==> src/rtl/safe_perm_pkg.sv <==
// Shared widths, permutation typedef and reference rank function for the
// safe permutation ranker.
package safe_perm_pkg;

   localparam int PERM_SIZE_DEF = 5;
   localparam int PORT_SIZE_DEF = 2;
   localparam int PERM_COUNT    = 24;

   typedef logic [2:0][PORT_SIZE_DEF-1:0] perm_t;

   // Rank of p0,p1,p2 drawn from 0..3; duplicates rank as 0.
   function automatic logic [PERM_SIZE_DEF-1:0] perm_rank(input perm_t p);
      logic [PORT_SIZE_DEF-1:0] r1;
      logic [PORT_SIZE_DEF-1:0] r2;
      logic                     dup;
      r1  = p[1] - PORT_SIZE_DEF'(p[1] > p[0]);
      r2  = p[2] - PORT_SIZE_DEF'(p[0] < p[2]) - PORT_SIZE_DEF'(p[1] < p[2]);
      dup = (p[0] == p[1]) || (p[0] == p[2]) || (p[1] == p[2]);
      if (dup)
         return '0;
      return PERM_SIZE_DEF'(6) * (PERM_SIZE_DEF'(3) - PERM_SIZE_DEF'(p[0]))
           + (PERM_SIZE_DEF'(r1) << 1) + PERM_SIZE_DEF'(r2);
   endfunction

endpackage

==> src/rtl/safe_perm_pipe_stage.sv <==
// Generic valid/ready register slice; an empty slot always accepts, so
// bubbles collapse and a full slot holds its data until drained.
module safe_perm_pipe_stage #(
   parameter int WIDTH = 8
) (
   input  logic             clk,
   input  logic             rst_n,
   input  logic             in_valid,
   output logic             in_ready,
   input  logic [WIDTH-1:0] in_data,
   output logic             out_valid,
   input  logic             out_ready,
   output logic [WIDTH-1:0] out_data
);

   logic             valid_d, valid_q;
   logic [WIDTH-1:0] data_d, data_q;

   always_comb begin
      in_ready = !valid_q || out_ready;
      valid_d  = in_ready ? in_valid : valid_q;
      data_d   = (in_ready && in_valid) ? in_data : data_q;
   end

   always_ff @(posedge clk or negedge rst_n) begin
      if (!rst_n) begin
         valid_q <= 1'b0;
         data_q  <= '0;
      end else begin
         valid_q <= valid_d;
         data_q  <= data_d;
      end
   end

   assign out_valid = valid_q;
   assign out_data  = data_q;

endmodule

==> src/rtl/safe_permutation_ranker.sv <==
// Two-stage ranker mapping a 3-entry port permutation to its index 0..23.
// Optional saturating error counter enabled by SAFE_PERM_RANK_ERR_CNT_EN.
module safe_permutation_ranker
   import safe_perm_pkg::*;
#(
   parameter int PERM_SIZE = PERM_SIZE_DEF,
   parameter int PORT_SIZE = PORT_SIZE_DEF
) (
   input  logic                   clk,
   input  logic                   rst_n,
   input  logic                   in_valid,
   output logic                   in_ready,
   input  logic [3*PORT_SIZE-1:0] in_perm,
   output logic                   out_valid,
   input  logic                   out_ready,
   output logic [PERM_SIZE-1:0]   out_index,
   output logic                   out_err
`ifdef SAFE_PERM_RANK_ERR_CNT_EN
   ,
   output logic [15:0]            err_count
`endif
);

   localparam int S1_W = PERM_SIZE + 2*PORT_SIZE + 3;
   localparam int S2_W = PERM_SIZE + 1;

   logic [PORT_SIZE-1:0] p0, p1, p2;
   logic [PERM_SIZE-1:0] s1_term_in;
   logic [PORT_SIZE-1:0] s1_r1_in;
   logic                 s1_lt0_in, s1_lt1_in, s1_dup_in;
   logic [S1_W-1:0]      s1_data_in, s1_data;
   logic                 s1_valid, s2_in_ready;

   // S1 keeps p2 raw with its two comparisons; r2 is finished in S2.
   always_comb begin
      p0         = in_perm[0*PORT_SIZE +: PORT_SIZE];
      p1         = in_perm[1*PORT_SIZE +: PORT_SIZE];
      p2         = in_perm[2*PORT_SIZE +: PORT_SIZE];
      s1_term_in = PERM_SIZE'(6) * (PERM_SIZE'(3) - PERM_SIZE'(p0));
      s1_r1_in   = p1 - PORT_SIZE'(p1 > p0);
      s1_lt0_in  = p0 < p2;
      s1_lt1_in  = p1 < p2;
      s1_dup_in  = (p0 == p1) || (p0 == p2) || (p1 == p2);
      s1_data_in = {s1_term_in, s1_r1_in, p2, s1_lt0_in, s1_lt1_in, s1_dup_in};
   end

   safe_perm_pipe_stage #(.WIDTH(S1_W)) u_stage1 (
      .clk       (clk),
      .rst_n     (rst_n),
      .in_valid  (in_valid),
      .in_ready  (in_ready),
      .in_data   (s1_data_in),
      .out_valid (s1_valid),
      .out_ready (s2_in_ready),
      .out_data  (s1_data)
   );

   logic [PERM_SIZE-1:0] s1_term;
   logic [PORT_SIZE-1:0] s1_r1, s1_p2, s2_r2;
   logic                 s1_lt0, s1_lt1, s1_dup;
   logic [PERM_SIZE-1:0] s2_index_in;
   logic [S2_W-1:0]      s2_data_in;

   always_comb begin
      {s1_term, s1_r1, s1_p2, s1_lt0, s1_lt1, s1_dup} = s1_data;
      s2_r2       = s1_p2 - PORT_SIZE'(s1_lt0) - PORT_SIZE'(s1_lt1);
      s2_index_in = s1_term + (PERM_SIZE'(s1_r1) << 1) + PERM_SIZE'(s2_r2);
      if (s1_dup)
         s2_index_in = '0;
      s2_data_in  = {s1_dup, s2_index_in};
   end

   safe_perm_pipe_stage #(.WIDTH(S2_W)) u_stage2 (
      .clk       (clk),
      .rst_n     (rst_n),
      .in_valid  (s1_valid),
      .in_ready  (s2_in_ready),
      .in_data   (s2_data_in),
      .out_valid (out_valid),
      .out_ready (out_ready),
      .out_data  ({out_err, out_index})
   );

`ifdef SAFE_PERM_RANK_ERR_CNT_EN
   logic [15:0] err_count_d, err_count_q;

   always_comb begin
      err_count_d = err_count_q;
      if (out_valid && out_ready && out_err && (err_count_q != 16'hFFFF))
         err_count_d = err_count_q + 16'd1;
   end

   always_ff @(posedge clk or negedge rst_n) begin
      if (!rst_n)
         err_count_q <= 16'd0;
      else
         err_count_q <= err_count_d;
   end

   assign err_count = err_count_q;
`endif

endmodule

==> config.mk <==
export PLATFORM = sky130hd
export DESIGN_NAME = safe_permutation_ranker
export DESIGN_NICKNAME = d
export VERILOG_FILES = /design/src/rtl/safe_perm_pkg.sv /design/src/rtl/safe_perm_pipe_stage.sv /design/src/rtl/safe_permutation_ranker.sv
export SDC_FILE = /design/constraint.sdc
export NUM_CORES = 1
export LEC_CHECK = 0
export CORE_ASPECT_RATIO = 1.2
export CORE_UTILIZATION = 53
export CTS_CLUSTER_SIZE = 28
export DETAILED_ROUTE_END_ITERATION = 12
export PLACE_DENSITY_LB_ADDON = 0.2
export SYNTH_ARGS = -nofsm -noshare
export SYNTH_HDL_FRONTEND = slang
export SYNTH_HIERARCHICAL = 1
export SYNTH_SLANG_ARGS = --single-unit
export TNS_END_PERCENT = 30
==> constraint.sdc <==
create_clock -name clk -period 3.5 [get_ports clk]
set_input_delay 0.7 -clock clk [delete_from_list [all_inputs] [get_ports clk]]
set_output_delay 0.7 -clock clk [all_outputs]
set_load 0.005 [all_outputs]
==> results of run 1 <==
stage by stage:
stage               setup WS [ns]  utilization  hold WS (ns)  std cells
finish                     0.7321       0.6801        0.5171        140
global route               0.5954       0.6801        0.5347        140
CTS                        0.7261       0.6801        0.5203        140
detailed placement         0.7384       0.6696        0.4926        137
global placement           0.8393       0.6696        0.4898        137
floorplan                  0.8777            -        0.4044         92
kinds of logic (layout without fill, tap and decap cells):
kind of cell | Yosys count | in the layout | share of synthesized area
compound gates | 7 | 7 | 0.03708
xor+xnor | 3 | 3 | 0.02105
fa+ha+maj | 17 | 17 | 0.1884
buf+inv | 13 | 31 | 0.05210
flops | 20 | 20 | 0.4008
mux | 19 | 19 | 0.2194
other cells | 1 | 1 | 0.003003
simple gates | 12 | 12 | 0.07815
layout by cell type (no fill, tap or decap):
| cell | synthesis | layout |
|---|---|---|
| ha_1 | 14 | 14 |
| xor2_1 | 1 | 1 |
| conb_1 | 1 | 1 |
| mux2_1 | 1 | 1 |
| clkdlybuf4s50_1 | 0 | 17 |
| mux2_2 | 2 | 2 |
| mux2_4 | 16 | 16 |
| nand2b_4 | 2 | 2 |
| dfrtp_1 | 20 | 20 |
| a21oi_1 | 4 | 4 |
| a21o_1 | 1 | 1 |
| or2b_1 | 2 | 2 |
| nor2_1 | 2 | 2 |
| xnor2_1 | 2 | 2 |
| a21oi_2 | 1 | 1 |
| clkbuf_4 | 0 | 3 |
| nor2b_1 | 4 | 4 |
| fa_1 | 3 | 3 |
| inv_1 | 11 | 11 |
| nand2_4 | 2 | 2 |
| a222oi_1 | 1 | 1 |
cell usage after synthesis, drive strengths merged:
library cell / n / area (sq um)
a222oi: 1 / 10.01
mux2: 19 / 274.0
fa: 3 / 60.06
clkbuf: 1 / 3.750
nor2b: 4 / 25.02
conb: 1 / 3.750
nand2b: 2 / 27.53
inv: 11 / 41.29
xnor2: 2 / 17.52
or2b: 2 / 15.01
a21oi: 5 / 28.78
nand2: 2 / 22.52
xor2: 1 / 8.760
a21o: 1 / 7.510
buf: 1 / 20.02
ha: 14 / 175.2
nor2: 2 / 7.510
dfrtp: 20 / 500.5
flip-flops by register name, indices dropped and copies added (netlist names):
register	flops
u_stage1/out_data	12
u_stage2/out_data	6
u_stage1/out_valid	1
u_stage2/out_valid	1
per-layer routing:
layer  GRT usage  part of all wire  vias to the layer above  wire (um)
met5           0                 0                        -          0
met4      0.1176             0.014                        0         27
met3    0.009740             0.021                        2         40
met2      0.3333              0.54                       18       1024
met1      0.2094              0.42                      342        790
li1            -                 -                      346          -
final timing paths:
path	start	endpoint	slack, ns
max in group asynchronous	rst_n	u_stage1/out_data[8]	2.11
max	u_stage1/out_data[1]	u_stage2/out_data[4]	0.73
min	u_stage2/out_data[4]	u_stage2/out_data[4]	0.52
max reg2reg	u_stage1/out_data[1]	u_stage2/out_data[4]	0.73
min in group asynchronous	rst_n	u_stage2/out_valid	0.88
min reg2reg	u_stage2/out_data[4]	u_stage2/out_data[4]	0.52
area by class of cell:
class	count	area share
multi-input combinational	59	0.4695
inverter	11	0.02837
timing repair buffer	17	0.1169
clock buffer	3	0.01548
sequential	20	0.3439
tap	30	0.02580
where the power goes:
part	leakage, nW	internal [W]	switching [W]
sequential	0.241	0.000284	0.0000414
combinational	0.484	0.000218	0.000121
clock	0.0138	0.0000400	0.0000622
==> flow_summary.json, run 1 <==
{
  "status": "completed",
  "core_sq_mm": 0.002140,
  "finalInstanceArea_sq_mm": 0.001455,
  "grt_pass1_vias": 731,
  "synth_cell_type_count": 21,
  "crit_chain": "inv_1, fa_1, xnor2_1, fa_1, ha_1, a21o_1, a21oi_2, mux2_1, mux2_4",
  "netlist_instances": 92,
  "max-vdd-ir-drop_mv": 0.2535,
  "grt_setup_unrepaired": "no",
  "maxSlewHeadroom": 0.4473,
  "layout_min_cycle_time_ns": 2.768,
  "cts_sinks": 20,
  "ant_nets": 0,
  "cts_tree": "yes",
  "maxCapViolCount": 0,
  "final_nets": 139,
  "vias_per_cell": 5.057,
  "place_hpwl_mm": 1.550,
  "regArea_sq_um": 500.5,
  "fin_skew_ns": 0.0009640,
  "fmax_mhz": 361.3,
  "crit_buf_inv": 1,
  "slowest_delay_ns": 0.44,
  "cp-start-kind": "flip-flop",
  "fp.dieH_um": 55.17,
  "grt_pass1_wl_mm": 3.180,
  "hold_viol": 0,
  "syn_avg_cell_area_sq_um": 13.57,
  "placed_cell_area_sq_mm": 0.001433,
  "cp_slowest_cell": "fa_1",
  "antenna_cells": 0,
  "clkLatencyLatePin_ns": 0.29,
  "place_congestion": 0.7062,
  "post_cts_buffers": 0,
  "cts.hold.buffers_added": 0,
  "crit_path_frequent_cell": "fa_1",
  "tightest_slew_ns": 0.8264,
  "holdCritPathClass": "reg -> reg",
  "h-tree-depth": 1,
  "crit_arrival_ns": 2.95,
  "fill_cells": 172,
  "yosys_warnings": 6,
  "cp.required_ns": 3.68,
  "drtIter0Drc": 8,
  "drv_slew": 0,
  "power_density_mw_per_mm2": 526.6,
  "antenna_found_initial": 0,
  "clock_path_buffers": 2,
  "rows": 18,
  "drt_pre_antenna_iters": 6,
  "drive_gt1_frac": 0.2364,
  "io_pins": 18,
  "multi_input_area_sq_um": 683.2,
  "grt_max_degree": 21,
  "drc": 0,
  "crit_type": "reg -> reg",
  "crit_path_end_kind": "flip-flop",
  "vias": 708,
  "start_util": 0.5836,
  "drt-total-wl_mm": 1.882,
  "numPortBuffers": 17,
  "fin_crit_sh": 0.7908,
  "p_total_w": 0.0007662,
  "timing.setup.tns_ns": 0,
  "power.leakage_nw": 0.7380,
  "clk_pin_slew_ns": 0.10,
  "yosysSeqAreaShare": 0.4008,
  "die-width_um": 46.31,
  "synth_fp_nets": 119,
  "grtUsageTotal": 0.1856,
  "cts-root-buf": "clkbuf_4",
  "crit_family": "adder cells",
  "reg2reg_depth": 9,
  "overflow": 0,
  "worstHoldPathCells": 1,
  "die_area_sq_mm": 0.002555,
  "path_max_fanout": 2,
  "cp_num_cells": 9,
  "numCtsBuffers": 3,
  "synth-seq-cells": 20,
  "netlist_area_sq_mm": 0.001249,
  "setup_viol": 0,
  "syn2layout_area_growth_pct": 16.53,
  "post_cts_resized": 0,
  "routedWlPerCell_um": 13.44
}
Power figures use the tool's default switching activity.
==> inputs of run 2 (changes only) <==
--- a/config.mk
+++ b/config.mk
@@ -6,7 +6,7 @@
 export NUM_CORES = 1
 export LEC_CHECK = 0
 export CORE_ASPECT_RATIO = 1.2
-export CORE_UTILIZATION = 53
+export CORE_UTILIZATION = 48
 export CTS_CLUSTER_SIZE = 28
 export DETAILED_ROUTE_END_ITERATION = 12
 export PLACE_DENSITY_LB_ADDON = 0.2
==> constraint.sdc (replaced) <==
create_clock -name clk -period 2.3 [get_ports clk]
set_input_delay 0.46 -clock clk [delete_from_list [all_inputs] [get_ports clk]]
set_output_delay 0.46 -clock clk [all_outputs]
set_load 0.005 [all_outputs]
==> flow_summary.json, run 2 (synthesized netlist as in run 1, its figures left out) <==
{
  "overflow": 0,
  "place_hpwl_mm": 1.590,
  "grt_max_degree": 21,
  "cp-start-kind": "flip-flop",
  "largest_reg_flops": 12,
  "numCtsBuffers": 3,
  "pre_cts_ws_ns": -0.3399,
  "fill_cells": 192,
  "cts-root-buf": "clkbuf_4",
  "violations": "negative setup slack",
  "setup_viol": 3,
  "crit_arrival_ns": 2.79,
  "setup_slack_ns": -0.2951,
  "io_pins": 18,
  "swShare": 0.2727,
  "start_util": 0.5253,
  "drv_slew": 0,
  "holdCritPathClass": "in -> async",
  "final_nets": 148,
  "cp.required_ns": 2.50,
  "cts_tree": "yes",
  "maxCapViolCount": 0,
  "crit_path_end_kind": "flip-flop",
  "clk_pin_slew_ns": 0.11,
  "ant_nets": 0,
  "status": "finished, violations left",
  "die_area_sq_mm": 0.002810,
  "grtUsageTotal": 0.1684,
  "grt_pass1_vias": 813,
  "place_congestion": 0.7150,
  "layout_min_cycle_time_ns": 2.595,
  "die-width_um": 48.56,
  "grt_setup_unrepaired": "yes",
  "crit_chain": "inv_2, fa_2, xnor2_2, fa_2, ha_4, a21o_1, a21oi_2, mux2_4, mux2_4",
  "layout_common_cells": "dfrtp_1 (20), mux2_4 (17), clkdlybuf4s50_1 (17)",
  "power.share.clock": 0.203,
  "rows": 19,
  "fin_skew_ns": 0.003232,
  "power_density_mw_per_mm2": 872.2,
  "vias": 741,
  "highest_layer": "met4",
  "max-vdd-ir-drop_mv": 0.5271,
  "drive_gt1_frac": 0.3583,
  "power.leakage_nw": 0.8014,
  "clock_path_buffers": 2,
  "drc": 0,
  "crit_buf_inv": 1,
  "final_common_cell": "dfrtp_1",
  "p_int_w": 0.001012,
  "wl_met1_um": 766,
  "cts.hold.buffers_added": 0,
  "drt_pre_antenna_iters": 4,
  "h-tree-depth": 1,
  "antenna_found_initial": 0,
  "drtIter0Drc": 3,
  "syn2layout_area_growth_pct": 27.76,
  "core_sq_mm": 0.002377,
  "route.met2.wl_mm": 1.133,
  "fp.dieH_um": 57.87,
  "clkLatencyLatePin_ns": 0.30,
  "path_max_fanout": 2,
  "power.switching_w": 0.0003794,
  "crit_type": "reg -> reg",
  "antenna_cells": 0,
  "grt_pass1_wl_mm": 3.477,
  "cp_slowest_cell": "fa_2",
  "drt-total-wl_mm": 1.980,
  "hold_viol": 0,
  "combPwrFrac": 0.443,
  "routedWlPerCell_um": 13.11,
  "vias_per_cell": 4.907,
  "final_util": 0.6711,
  "numPortBuffers": 17,
  "p_seq_frac": 0.355,
  "slowest_delay_ns": 0.48,
  "fmax_mhz": 385.3,
  "crit_family": "adder cells",
  "cts_sinks": 20,
  "fin_crit_sh": 1.128,
  "dr_wl_met3_um": 34
}
[run 2: per-layer routing]
layer | GRT usage | up-vias
met5 | 0 | -
met4 | 0.1134 | 0
met3 | 0.007874 | 4
met2 | 0.3280 | 18
met1 | 0.1752 | 360
li1 | - | 359
[run 2: path summary, 6_finish.rpt]
kind / slack [ns] / end / cells after the start / start
min reg2reg: 0.52 / u_stage2/out_data[4] / 1 / u_stage2/out_data[4]
max in group asynchronous: 1.61 / u_stage2/out_data[5] / 2 / rst_n
min: 0.49 / u_stage2/out_data[3] / 2 / rst_n
max reg2reg: -0.30 / u_stage2/out_data[4] / 9 / u_stage1/out_data[2]
min in group clk: 0.52 / u_stage2/out_data[4] / 1 / u_stage2/out_data[4]
max: -0.30 / u_stage2/out_data[4] / 9 / u_stage1/out_data[2]
[run 2: worst reg2reg max path, delay by kind of cell (launching register included)]
family | cells | cell delay [ns]
AOI/OAI and AO/OA | 2 | 0.30
xor gates and xnor gates | 1 | 0.14
adders and majority gates | 3 | 1.05
buffers and inverters | 1 | 0.05
DFF | 1 | 0.39
muxes | 2 | 0.56
[run 2: layout make-up]
| type | instances | area, sq um | area share |
|---|---|---|---|
| Clock buffer | 3 | 22.52 | 0.01412 |
| Inverter | 11 | 41.29 | 0.02588 |
| Clock inverter | 1 | 30.03 | 0.01882 |
| Timing Repair Buffer | 26 | 237.7 | 0.1490 |
| Tap cell | 31 | 38.79 | 0.02431 |
| Sequential cell | 20 | 500.5 | 0.3137 |
| Multi-Input combinational cell | 59 | 724.4 | 0.4541 |
[run 2: per-stage QoR]
step / power (W) / hold slack, ns / std cells / cell area [sq um] / setup TNS (ns)
6_report: 0.001391 / 0.4895 / 151 / 1595 / -0.8144
5_1_grt: 0.001498 / 0.4910 / 151 / 1595 / -1.058
4_1_cts: 0.001395 / 0.4844 / 149 / 1580 / -0.7780
3_5_place_dp: 0.001091 / 0.4938 / 144 / 1508 / -0.9384
3_3_place_gp: 0.001059 / 0.4944 / 144 / 1508 / -0.7953
2_1_floorplan: 0.0008914 / 0.1644 / 92 / 1277 / -0.6878
[run 2: what timing repair did]
item	CTS	global route
endpoints found under the setup margin	3	3
resized for setup	1	0
pin swaps	2	0
buffers inserted	1	2
[run 2: power groups by stage]
stage | clock network [W] | registers (W) | logic [W]
floorplan | 0 | 0.000493 | 0.000398
global placement | 0 | 0.000498 | 0.000561
detailed placement | 0 | 0.000503 | 0.000588
CTS | 0.000291 | 0.000496 | 0.000609
global route | 0.000310 | 0.000505 | 0.000684
finish | 0.000282 | 0.000494 | 0.000616
==> inputs of run 3 (changes only) <==
--- a/config.mk
+++ b/config.mk
@@ -10,6 +10,7 @@
 export CTS_CLUSTER_SIZE = 28
 export DETAILED_ROUTE_END_ITERATION = 12
 export PLACE_DENSITY_LB_ADDON = 0.2
+export SLEW_MARGIN = 20
 export SYNTH_ARGS = -nofsm -noshare
 export SYNTH_HDL_FRONTEND = slang
 export SYNTH_HIERARCHICAL = 1
==> results of run 3 <==
Final layout, timing and power as in run 2 (identical DEF).
==> variant, RTL diff (settings of run 1) <==
Set the package constant `PERM_SIZE_DEF` to 6 (it was 5).
--- a/src/rtl/safe_perm_pkg.sv
+++ b/src/rtl/safe_perm_pkg.sv
@@ -2,7 +2,7 @@
 // safe permutation ranker.
 package safe_perm_pkg;
 
-   localparam int PERM_SIZE_DEF = 5;
+   localparam int PERM_SIZE_DEF = 6;
    localparam int PORT_SIZE_DEF = 2;
    localparam int PERM_COUNT    = 24;
 
Interface: changed (resized out_index); port bits go from 18 to 19. The function was not compared with the original's and may differ.
==> variant against run 1 <==
Routed wire length up 9.8%; final area up 8.5%; sequential share of layout area up 0.47 points; sequential cell count up 2; area after synthesis up 7.6%; worst setup slack worse by 0.21 ns; clock skew up 0.0066 ns; first-iteration DRC count up 63%; power up 12%.
==> variant: results (changes against run 1) <==
| Metric | Value |
|---|---|
| CTS Buf Count | `3 (unchanged)` |
| Diodes inserted | `0 (unchanged)` |
| Vias in the first global route | `805 (+10%)` |
| Largest net degree at the start of global routing | `23 (+9.5%)` |
| Compound-gate portion of the synthesized area | `0.04283 (+0.005756)` |
| Clock slew at reported path FFs | `0.12 ns (+0.02 ns)` |
| Static Leak | `0.7948 nW (+7.7%)` |
| Crit-path max cell delay | `0.46 ns (+0.02 ns)` |
| Status | `complete, no violations` |
| DR vias | `779 (+10%)` |
| Worst-path maximum fanout | `2 (unchanged)` |
| Xor/xnor share of the synthesized area | `0.01955 (-0.001489)` |
| Worst Tran Pin Value | `0.9445 ns (+0.1181 ns)` |
| Clock root buffer | `clkbuf_4` |
| Worst hold-check path type | `flop to flop` |
| Synth Warn # | `6 (unchanged)` |
| Asr flop ratio synth | `1.000 (unchanged)` |
| IO Port Bufs | `18 (+1)` |
| Dominant cells by area after synthesis | `dfrtp_1 (41%), mux2_4 (19%), ha_1 (13%), fa_1 (4.5%), inv_1 (3.4%)` |
| Peak supply drop | `0.3031 mV (+20%)` |
| Gr usage total | `0.1836 (-0.001965)` |
| Vias per inst | `5.092 (+0.68%)` |
| Worst slack, placed | `0.5666 ns (-0.1717 ns)` |
| Antenna violations before repair | `0 (unchanged)` |
| Share of cells above drive strength 1 | `0.2377 (+0.001341)` |
| Clk buf depth | `2 (unchanged)` |
| Initial DRC count | `13 (+5)` |
| Setup Skew | `0.007532 ns (+0.006568 ns)` |
| Detail Placement HPWL | `1598 µm (+3.1%)` |
| Largest register FFs | `13 (+1)` |
| DRC errors left | `0 (unchanged)` |
| Post-Syn Instances | `101 (+9.8%)` |
| Sequential share of the synthesized area | `0.4097 (+0.008882)` |
| Initial DRT Pass Iterations | `4 (-2)` |
| Routability cong. | `0.7244 (+2.6%)` |
| Proportion of synthesized area in mux cells | `0.2235 (+0.004025)` |
| Htree depth | `1 (unchanged)` |
| Placed cells | `149 (+8.8%)` |
| CTS Hold Bufs | `0 (unchanged)` |
| Library cells used by synthesis | `21 (unchanged)` |
| Global-route wire length before repair | `3581 µm (+13%)` |
| Post-CTS Setup Inserts | `0 (unchanged)` |
| Clk_lat worst skew | `0.32 ns (+0.03 ns)` |
| WL/cell | `13.50 µm (+0.45%)` |
| Synth cell count leaders | `dfrtp_1 (22), mux2_4 (17), ha_1 (14)` |
| Post-cts sizing count | `0 (unchanged)` |
| CP arrival | `3.19 ns (+0.24 ns)` |
| Placement-stage cell area | `0.001543 mm² (+7.7%)` |
| Max stage delay cell, worst path | `fa_1` |
| Post-Synth Adder-Cell Area | `0.1750 (-0.01333)` |
[variant: worst max-delay path: cells and delay by family, from the launching register on]
family	cells	cell delay, ns
fa+ha+maj	4	1.55
flops	1	0.38
mux	1	0.27
compound gates	2	0.26
xor+xnor	1	0.22
simple gates	1	0.13
buf+inv	1	0.07
[variant: path summary, 6_finish.rpt]
kind                       cells past startpoint                    to  slack (ns)                  from
max                                           10  u_stage2/out_data[5]        0.52  u_stage1/out_data[1]
min                                            1  u_stage2/out_data[4]        0.52  u_stage2/out_data[4]
max reg2reg                                   10  u_stage2/out_data[5]        0.52  u_stage1/out_data[1]
min reg2reg                                    1  u_stage2/out_data[4]        0.52  u_stage2/out_data[4]
max in group asynchronous                      1  u_stage1/out_data[6]        2.03                 rst_n
min in group asynchronous                      1  u_stage2/out_data[2]        0.89                 rst_n
[variant: report_power, final]
part           switching (mW)  leakage, nW  total, mW  internal (mW)
Sequential             0.0438        0.265      0.356          0.312
Clock                  0.0772       0.0210      0.141         0.0637
Combinational           0.131        0.508      0.364          0.234
[variant: cell families after synthesis]
family / after synthesis
flip-flops: 22
multiplexers: 21
buffers and inverters: 14
adder cells (fa/ha/maj): 17
AND/OR/NAND/NOR: 13
AO/OA/AOI/OAI: 10
XOR/XNOR: 3
other: 1
[variant: routing by layer]
metal  global-route usage  vias up  wire [µm]
li1                     -      376          -
met3              0.01899        5         62
met1               0.2370      374        884
met4              0.09524        0         53
met5                    0        -          0
met2               0.2934       24       1065
[variant: final cells by class]
type | instances | area [µm²]
fillers | 174 | 774.5
clock buffers | 4 | 36.28
flip-flops and latches | 22 | 550.5
well taps | 31 | 38.79
repair buffers | 18 | 180.2
inverters | 12 | 45.04
multi-input cells | 66 | 728.2
